[config.mk]
export PLATFORM = sky130hd
export DESIGN_NAME = sar_step_controller
export DESIGN_NICKNAME = d
export VERILOG_FILES = /design/src/rtl/sar_step_controller.sv
export SDC_FILE = /design/constraint.sdc
export NUM_CORES = 1
export LEC_CHECK = 0
export CORE_MARGIN = 2
export CORE_UTILIZATION = 55
export CTS_CLUSTER_SIZE = 24
export DETAILED_ROUTE_END_ITERATION = 10
export PLACE_DENSITY = 0.84
export SLEW_MARGIN = 10
export SYNTH_ARGS = -nofsm -noshare
export SYNTH_HDL_FRONTEND = slang
export SYNTH_SLANG_ARGS = --single-unit
[constraint.sdc]
create_clock -name ClockT -period 3 [get_ports ClockT]
set_input_delay 0.45 -clock ClockT [delete_from_list [all_inputs] [get_ports ClockT]]
set_output_delay 0.45 -clock ClockT [all_outputs]
set_load 0.02 [all_outputs]
[src/rtl/sar_step_controller.sv]
// SAR conversion sequencer: sample, MSB->LSB binary search on DacCode, Done/Result.
// Optional IDLE +/-1 tracking of the input is built when SAR_TRACK_EN is defined.
module sar_step_controller #(
  parameter int BITS       = 8,
  parameter int SAMPLE_CYC = 4,
  parameter int SETTLE     = 2
) (
  input  logic            ClockT,
  input  logic            Reset,
  input  logic            Start,
  input  logic            CompIn,
  input  logic            TrackEn,
  output logic [1:0]      StateP,
  output logic            Inc,
  output logic            Dcr,
  output logic            SampleHold,
  output logic [BITS-1:0] DacCode,
  output logic [BITS-1:0] Result,
  output logic            Done,
  output logic            Busy
);

  localparam int CNT_MAX = (SAMPLE_CYC > SETTLE) ? SAMPLE_CYC : SETTLE;
  localparam int CNT_W   = $clog2(CNT_MAX + 1);
  localparam int BIT_W   = (BITS > 1) ? $clog2(BITS) : 1;

  localparam logic [CNT_W-1:0] SAMPLE_LAST = CNT_W'(SAMPLE_CYC - 1);
  localparam logic [CNT_W-1:0] SETTLE_LAST = CNT_W'(SETTLE - 1);
  localparam logic [BIT_W-1:0] MSB_IDX     = BIT_W'(BITS - 1);
  localparam logic [BITS-1:0]  CODE_MSB    = BITS'(1) << (BITS - 1);
  localparam logic [BITS-1:0]  CODE_MAX    = '1;

  typedef enum logic [1:0] {
    IDLE    = 2'b00,
    SAMPLE  = 2'b01,
    CONVERT = 2'b10,
    DONE    = 2'b11
  } state_e;

  state_e           state_q, state_d;
  logic [CNT_W-1:0] cnt_q, cnt_d;
  logic [BIT_W-1:0] bit_q, bit_d;
  logic [BITS-1:0]  dac_q, dac_d;
  logic [BITS-1:0]  result_q, result_d;
  logic [BITS-1:0]  trial_code;
  logic             inc_q, inc_d, dcr_q, dcr_d;
  logic             done_q, done_d, sh_q, sh_d, busy_q, busy_d;

`ifndef SAR_TRACK_EN
  logic unused_track_en;
  assign unused_track_en = TrackEn;
`endif

  always_comb begin
    state_d    = state_q;
    cnt_d      = cnt_q;
    bit_d      = bit_q;
    dac_d      = dac_q;
    result_d   = result_q;
    trial_code = dac_q;
    inc_d      = 1'b0;
    dcr_d      = 1'b0;

    case (state_q)
      IDLE: begin
        cnt_d = '0;
        if (Start) begin
          state_d = SAMPLE;
        end else begin
`ifdef SAR_TRACK_EN
          // Step counter only runs while tracking; one +/-1 step per SETTLE cycles.
          if (TrackEn) begin
            if (cnt_q == SETTLE_LAST) begin
              if (CompIn && (dac_q != CODE_MAX)) begin
                dac_d = dac_q + 1'b1;
                inc_d = 1'b1;
              end else if (!CompIn && (dac_q != '0)) begin
                dac_d = dac_q - 1'b1;
                dcr_d = 1'b1;
              end
            end else begin
              cnt_d = cnt_q + 1'b1;
            end
          end
`endif
        end
      end

      SAMPLE: begin
        if (cnt_q == SAMPLE_LAST) begin
          state_d = CONVERT;
          cnt_d   = '0;
          bit_d   = MSB_IDX;
          dac_d   = CODE_MSB;
        end else begin
          cnt_d = cnt_q + 1'b1;
        end
      end

      CONVERT: begin
        if (cnt_q == SETTLE_LAST) begin
          cnt_d = '0;
          // Resolve the current bit and arm the next trial bit in one update.
          if (!CompIn) trial_code[bit_q] = 1'b0;
          if (bit_q != '0) trial_code[bit_q - 1'b1] = 1'b1;
          dac_d = trial_code;
          if (bit_q == '0) begin
            state_d  = DONE;
            result_d = trial_code;
          end else begin
            bit_d = bit_q - 1'b1;
          end
        end else begin
          cnt_d = cnt_q + 1'b1;
        end
      end

      default: begin
        state_d = IDLE;
        cnt_d   = '0;
      end
    endcase

    sh_d   = (state_d == SAMPLE);
    busy_d = (state_d != IDLE);
    done_d = (state_d == DONE);
  end

  always_ff @(posedge ClockT or posedge Reset) begin
    if (Reset) begin
      state_q  <= IDLE;
      cnt_q    <= '0;
      bit_q    <= '0;
      dac_q    <= '0;
      result_q <= '0;
      inc_q    <= 1'b0;
      dcr_q    <= 1'b0;
      done_q   <= 1'b0;
      sh_q     <= 1'b0;
      busy_q   <= 1'b0;
    end else begin
      state_q  <= state_d;
      cnt_q    <= cnt_d;
      bit_q    <= bit_d;
      dac_q    <= dac_d;
      result_q <= result_d;
      inc_q    <= inc_d;
      dcr_q    <= dcr_d;
      done_q   <= done_d;
      sh_q     <= sh_d;
      busy_q   <= busy_d;
    end
  end

  assign StateP     = state_q;
  assign Inc        = inc_q;
  assign Dcr        = dcr_q;
  assign SampleHold = sh_q;
  assign DacCode    = dac_q;
  assign Result     = result_q;
  assign Done       = done_q;
  assign Busy       = busy_q;

endmodule

Yosys cells after proc, flatten, opt, wreduce, memory -nomap -nowiden

Index checks and enable logic that the tools add are counted.

Output and inout port bits: 23
Flip-flop bits (word level): 27
Input port bits: 5
Logic and storage cells: 59

Magnitude comparators: 4
Equal/unequal tests: 9
Reduce and logical (&&, ||, !) cells: 10
Add/sub/neg operators: 2
Multiplexer cells: 23
Bitwise logic cells: 3

Operator list:

| operator                                                               | number |
|---|---|
| 8-bit two-way mux                                                      | 6 |
| 8-bit case mux with 2 select lines                                     | 1 |
| 3-bit two-way mux                                                      | 5 |
| 3-bit case mux with 2 select lines                                     | 2 |
| 8-bit AND                                                              | 1 |
| 3-bit by 4-bit < comparator with 1-bit output (second input constant)  | 2 |
| 2-bit two-way mux                                                      | 4 |
| 8-bit inverter                                                         | 1 |
| 8-bit bitwise OR                                                       | 1 |
| 1-bit demux with 3-bit select                                          | 2 |
| 3-bit by 1-bit >= comparator with 1-bit output (second input constant) | 2 |
| 2-bit inequality test (second input constant)                          | 3 |
| 2-bit case mux with 3 select lines                                     | 1 |
| 3-bit AND reduction                                                    | 2 |
| 2-bit by 1-bit == test with 1-bit output (second input constant)       | 2 |
| 2-bit == test (second input constant)                                  | 2 |
| 4-bit AND reduction                                                    | 1 |
| 2-bit nonzero test                                                     | 2 |
| 3-bit by 1-bit adder with 3-bit output (second input constant)         | 1 |
| 3-bit by 1-bit == test with 1-bit output (second input constant)       | 1 |
| 3-bit by 2-bit == test with 1-bit output (second input constant)       | 1 |
| 3-bit zero test                                                        | 1 |
| 3-bit nonzero test                                                     | 1 |
| 3-bit by 1-bit subtractor with 3-bit output (second input constant)    | 1 |
| other kinds (3)                                                        | 5 |

Longest topological paths before layout

Depth after elaboration: 13
Mapped depth: 8
Gate-level depth less buffers: 6

Worst setup path after synthesis

OpenSTA, ideal clock, no wires.

Kind: register to register
Start point: register state_q[1] (netlist: StateP[1])
End point: register dac_q[4] (netlist: DacCode[4])
Cell stages (with the launch flop): 8
Setup time: 0.121 ns
Slack: 1.331 ns
Required time: 2.879 ns
Path buffers: 1
Data arrival time: 1.548 ns
Clock period less this slack: 1.669 ns
Cell sequence: dfrtp_1 -> inv_1 -> ha_1 -> mux2i_1 -> a21o_1 -> buf_6 -> a21o_1 -> a22o_1

Longest elaborated chain between the ends: 3
Elaborated cells on any way between the ends: 7
Those cells by class: eq/ne: 4; mux: 1; reduce/logical: 2

Ends and longest elaborated chain:

| item                                                                             | RTL line | RTL |
|---|---|---|
| start, declared                                                                  | 40       | `state_e state_q, state_d;` |
| start signal, assigned                                                           | 142      | `state_q <= state_d;` |
| 2-bit == test / 2-bit by 1-bit == test with 1-bit output (equally long branches) | 64       | `case (state_q)` |
| 2-bit inequality test (no line) / 2-bit nonzero test (equally long branches)     | -        |  |
| 3-bit AND reduction (no line)                                                    | -        |  |
| end signal, assigned                                                             | 134      | `dac_q <= '0;` |
| end signal, assigned                                                             | 145      | `dac_q <= dac_d;` |
| end, declared                                                                    | 43       | `logic [BITS-1:0] dac_q, dac_d;` |

Parallel ways exist; a longest one is shown, timed or not.
A chain may end at the register's enable or synchronous reset.

Worst setup path in the final report

Start point: register bit_q[0]
End point: register sh_q (netlist: SampleHold)

Longest elaborated chain between the ends: 5

Ends and longest elaborated chain:

| item                                     | RTL line | RTL |
|---|---|---|
| start, declared                          | 42       | `logic [BIT_W-1:0] bit_q, bit_d;` |
| start signal, assigned                   | 144      | `bit_q <= bit_d;` |
| 3-bit zero test                          | 107      | `if (bit_q == '0) begin` |
| 2-bit two-way mux                        | 107      |  |
| 2-bit two-way mux                        | 101      | `if (cnt_q == SETTLE_LAST) begin` |
| 2-bit case mux with 3 select lines       | 64       |  |
| 2-bit by 1-bit == test with 1-bit output | 124      | `sh_d = (state_d == SAMPLE);` |
| named net sh_d                           | 47       | `logic done_q, done_d, sh_q, sh_d, busy_q, busy_d;` |
| end signal, assigned                     | 139      | `sh_q <= 1'b0;` |
| end signal, assigned                     | 150      | `sh_q <= sh_d;` |
| end, declared                            | 47       |  |

The timed path passes the listed nets, and every way through them passes these cells.

==> flow_summary.json <==
{
  "syn_avg_cell_area_um2": 9.24,
  "finClkSkew_ns": 0.00777,
  "h-tree-depth": 1,
  "synthDistinctLibCells": 38,
  "pwr_density_cell_nw_per_um2": 881,
  "yosysTopAreaCellShare_pct": 44.6,
  "clock-sinks": 27,
  "die_height_um": 56.5,
  "maxSlewViolCount": 0,
  "vias": 1185,
  "max_stage_delay_ns": 0.54,
  "p_int_w": 0.000884,
  "status": "complete, no violations",
  "cts_hold_buf": 0,
  "cts_max_path_buffers": 2,
  "clock_power_share_pct": 9.9,
  "power_frac_seq_pct": 38.4,
  "vdd_drop_max_v": 0.000626,
  "cts_tree": "done",
  "cp-start-kind": "flop",
  "max_cap_violations": 0,
  "drt-initial-drc-count": 36,
  "layout_commonest_cell": "dfrtp_1",
  "diodes": 0,
  "clkSlewWorstSetupHoldPaths_ns": 0.15,
  "tns_ns": 0,
  "power_switching_w": 0.000685,
  "rsz0062_at_grt": "false",
  "wirelength_mm": 3.06,
  "grt_max_degree": 28,
  "root_buffer": "clkbuf_4",
  "dieArea_um2": 3190,
  "cp_slowest_cell": "dfrtp_1",
  "postCtsSetupBuffers": 0,
  "muxShareOfSynthArea_pct": 1.32,
  "ys.flop_type": "dfrtp_1",
  "path_cells": "inv_1 -> ha_1 -> nor2b_4 -> nand3_2 -> o21a_1 -> nor4_1",
  "synth_compound_area_share_pct": 17.7,
  "p_comb_share_pct": 51.7,
  "worstSetupPathType": "flop to flop",
  "layout-drive-gt1-share_pct": 4.81,
  "hold_viol_final": 0,
  "drt-pass1-iter-count": 5,
  "antenna_found_initial": 0,
  "yosys_register_bits": 27,
  "p_sw_share_pct": 43.7,
  "hp-class": "input pin to async pin",
  "fin_total_pwr_w": 0.00157,
  "final_cell_mix": "dfrtp_1, nand2_1, clkdlybuf4s50_1",
  "numPortBuffers": 24,
  "synth_xor_area_share_pct": 0,
  "grtUsageTotal_pct": 21.2,
  "grt_pass1_vias": 1187,
  "leakage_nw": 0.833,
  "start_util_pct": 56.4,
  "arrival_ns": 2.28,
  "period_minus_slack_ns": 2.07,
  "grt_pass1_wl_mm": 5.20,
  "synth_area_um2": 1520,
  "core-area_um2": 2690,
  "ios": 28,
  "cts_buffers": 3,
  "synthAdderAreaFrac_pct": 9.91,
  "ys_seq_area_share_pct": 44.6,
  "gr-total-overflow": 0,
  "critical_path_required_ns": 3.22,
  "row_count": 19,
  "fmax_mhz": 484,
  "synth_top_family_by_area": "simple AND/OR/NAND/NOR gates",
  "gp_congestion": 0.830,
  "place_hpwl_mm": 2.36,
  "drtAntennaViolNets": 0,
  "yosys.area_share.simple_pct": 19.1,
  "end_kind": "flop",
  "min_period_over_period_pct": 68.8,
  "netlist_top_cells_area": "dfrtp_1, ha_1, nand2_1, o21ai_0, inv_1",
  "clk_latency_ns": 0.32,
  "setup_viol": 0,
  "synth_edf_count": 0,
  "synth_warnings": 0,
  "yosysTopAreaCell": "dfrtp_1",
  "drcViolationCount": 0,
  "async_flop_share_pct": 100,
  "netlist_instances": 164,
  "wl_per_cell_um": 14.0,
  "synthToLayoutAreaGrowth_pct": 17.5,
  "nNetsFinal": 205,
  "die_w_um": 56.5,
  "cp_max_fo": 17,
  "cts_resized": 0,
  "holdWs_ns": 0.464,
  "vias_per_cell": 5.44
}
-- kinds of logic after synthesis --
logic type	Yosys count
mux	2
simple gates	59
flops	27
buf+inv	21
other cells	1
compound gates	42
fa+ha+maj	12
-- flip-flops by register name, summed over array words and instances, names as in the netlist --
register	cells
Busy	1
SampleHold	1
bit_q	3
Done	1
DacCode	8
StateP	2
cnt_q	3
Result	8
-- critical path: cells and delay by family (launching register included) --
kind                     cells  cell delay, ns
flip-flops                   1            0.54
buffers and inverters        1            0.20
AND/OR/NAND/NOR              3            0.75
AO/OA/AOI/OAI                1            0.24
adder cells (fa/ha/maj)      1            0.22
-- power groups by stage --
stage / Combinational (W) / Clock [W] / Sequential [W]
after global routing: 0.000886 / 0.000178 / 0.000624
after floorplan: 0.000467 / 0 / 0.000668
final: 0.000811 / 0.000156 / 0.000602
after detailed placement: 0.000808 / 0 / 0.000613
after global placement: 0.000772 / 0 / 0.000598
after CTS: 0.000811 / 0.000161 / 0.000603
-- cells in the mapped netlist, drive strengths merged (4+ instances only) --
master  instances
dfrtp          27
nor2           10
o21ai          13
a21oi          10
buf             8
nor2b           5
nor3            4
inv            13
a21o            6
nand2          26
ha             12
-- layout make-up --
class / instances / area [µm²]
clock buffer: 3 / 22.5
clock inverter: 1 / 5.00
fill: 228 / 906
inverter: 13 / 48.8
multi-input combinational: 117 / 734
sequential: 27 / 676
tap: 31 / 38.8
timing repair buffer: 26 / 255
-- final timing paths --
check                           startpoint    endpoint  slack (ns)  depth (start not counted)
worst max-delay path              bit_q[0]  SampleHold        0.93                          6
worst min-delay path                 Reset   Result[1]        0.46                          3
worst max register to register    bit_q[0]  SampleHold        0.93                          6
worst min register to register   Result[0]   Result[0]        0.50                          2
max in group asynchronous            Reset  SampleHold        2.28                          3
min in group ClockT              Result[0]   Result[0]        0.50                          2
-- layer usage --
| layer | routed length (µm) | track usage (%) | part of all wire (%) |
|---|---|---|---|
| met1 | 1250 | 25.5 | 41 |
| met2 | 1620 | 38.0 | 53 |
| met3 | 144 | 2.30 | 4.7 |
| met4 | 48 | 8.50 | 1.6 |
| met5 | 0 | 0 | 0 |
-- metrics by stage --
stage	std cells	worst slack [ns]	area [µm²]	utilization (%)
3_3_place_gp	214	1.09	1750	65.3
5_1_grt	218	0.838	1780	66.3
6_report	218	0.935	1780	66.3
4_1_cts	218	0.945	1780	66.3
3_5_place_dp	214	1.00	1750	65.3
2_1_floorplan	165	1.33	1520	-
No activity file was read; power rests on OpenSTA's default activity.
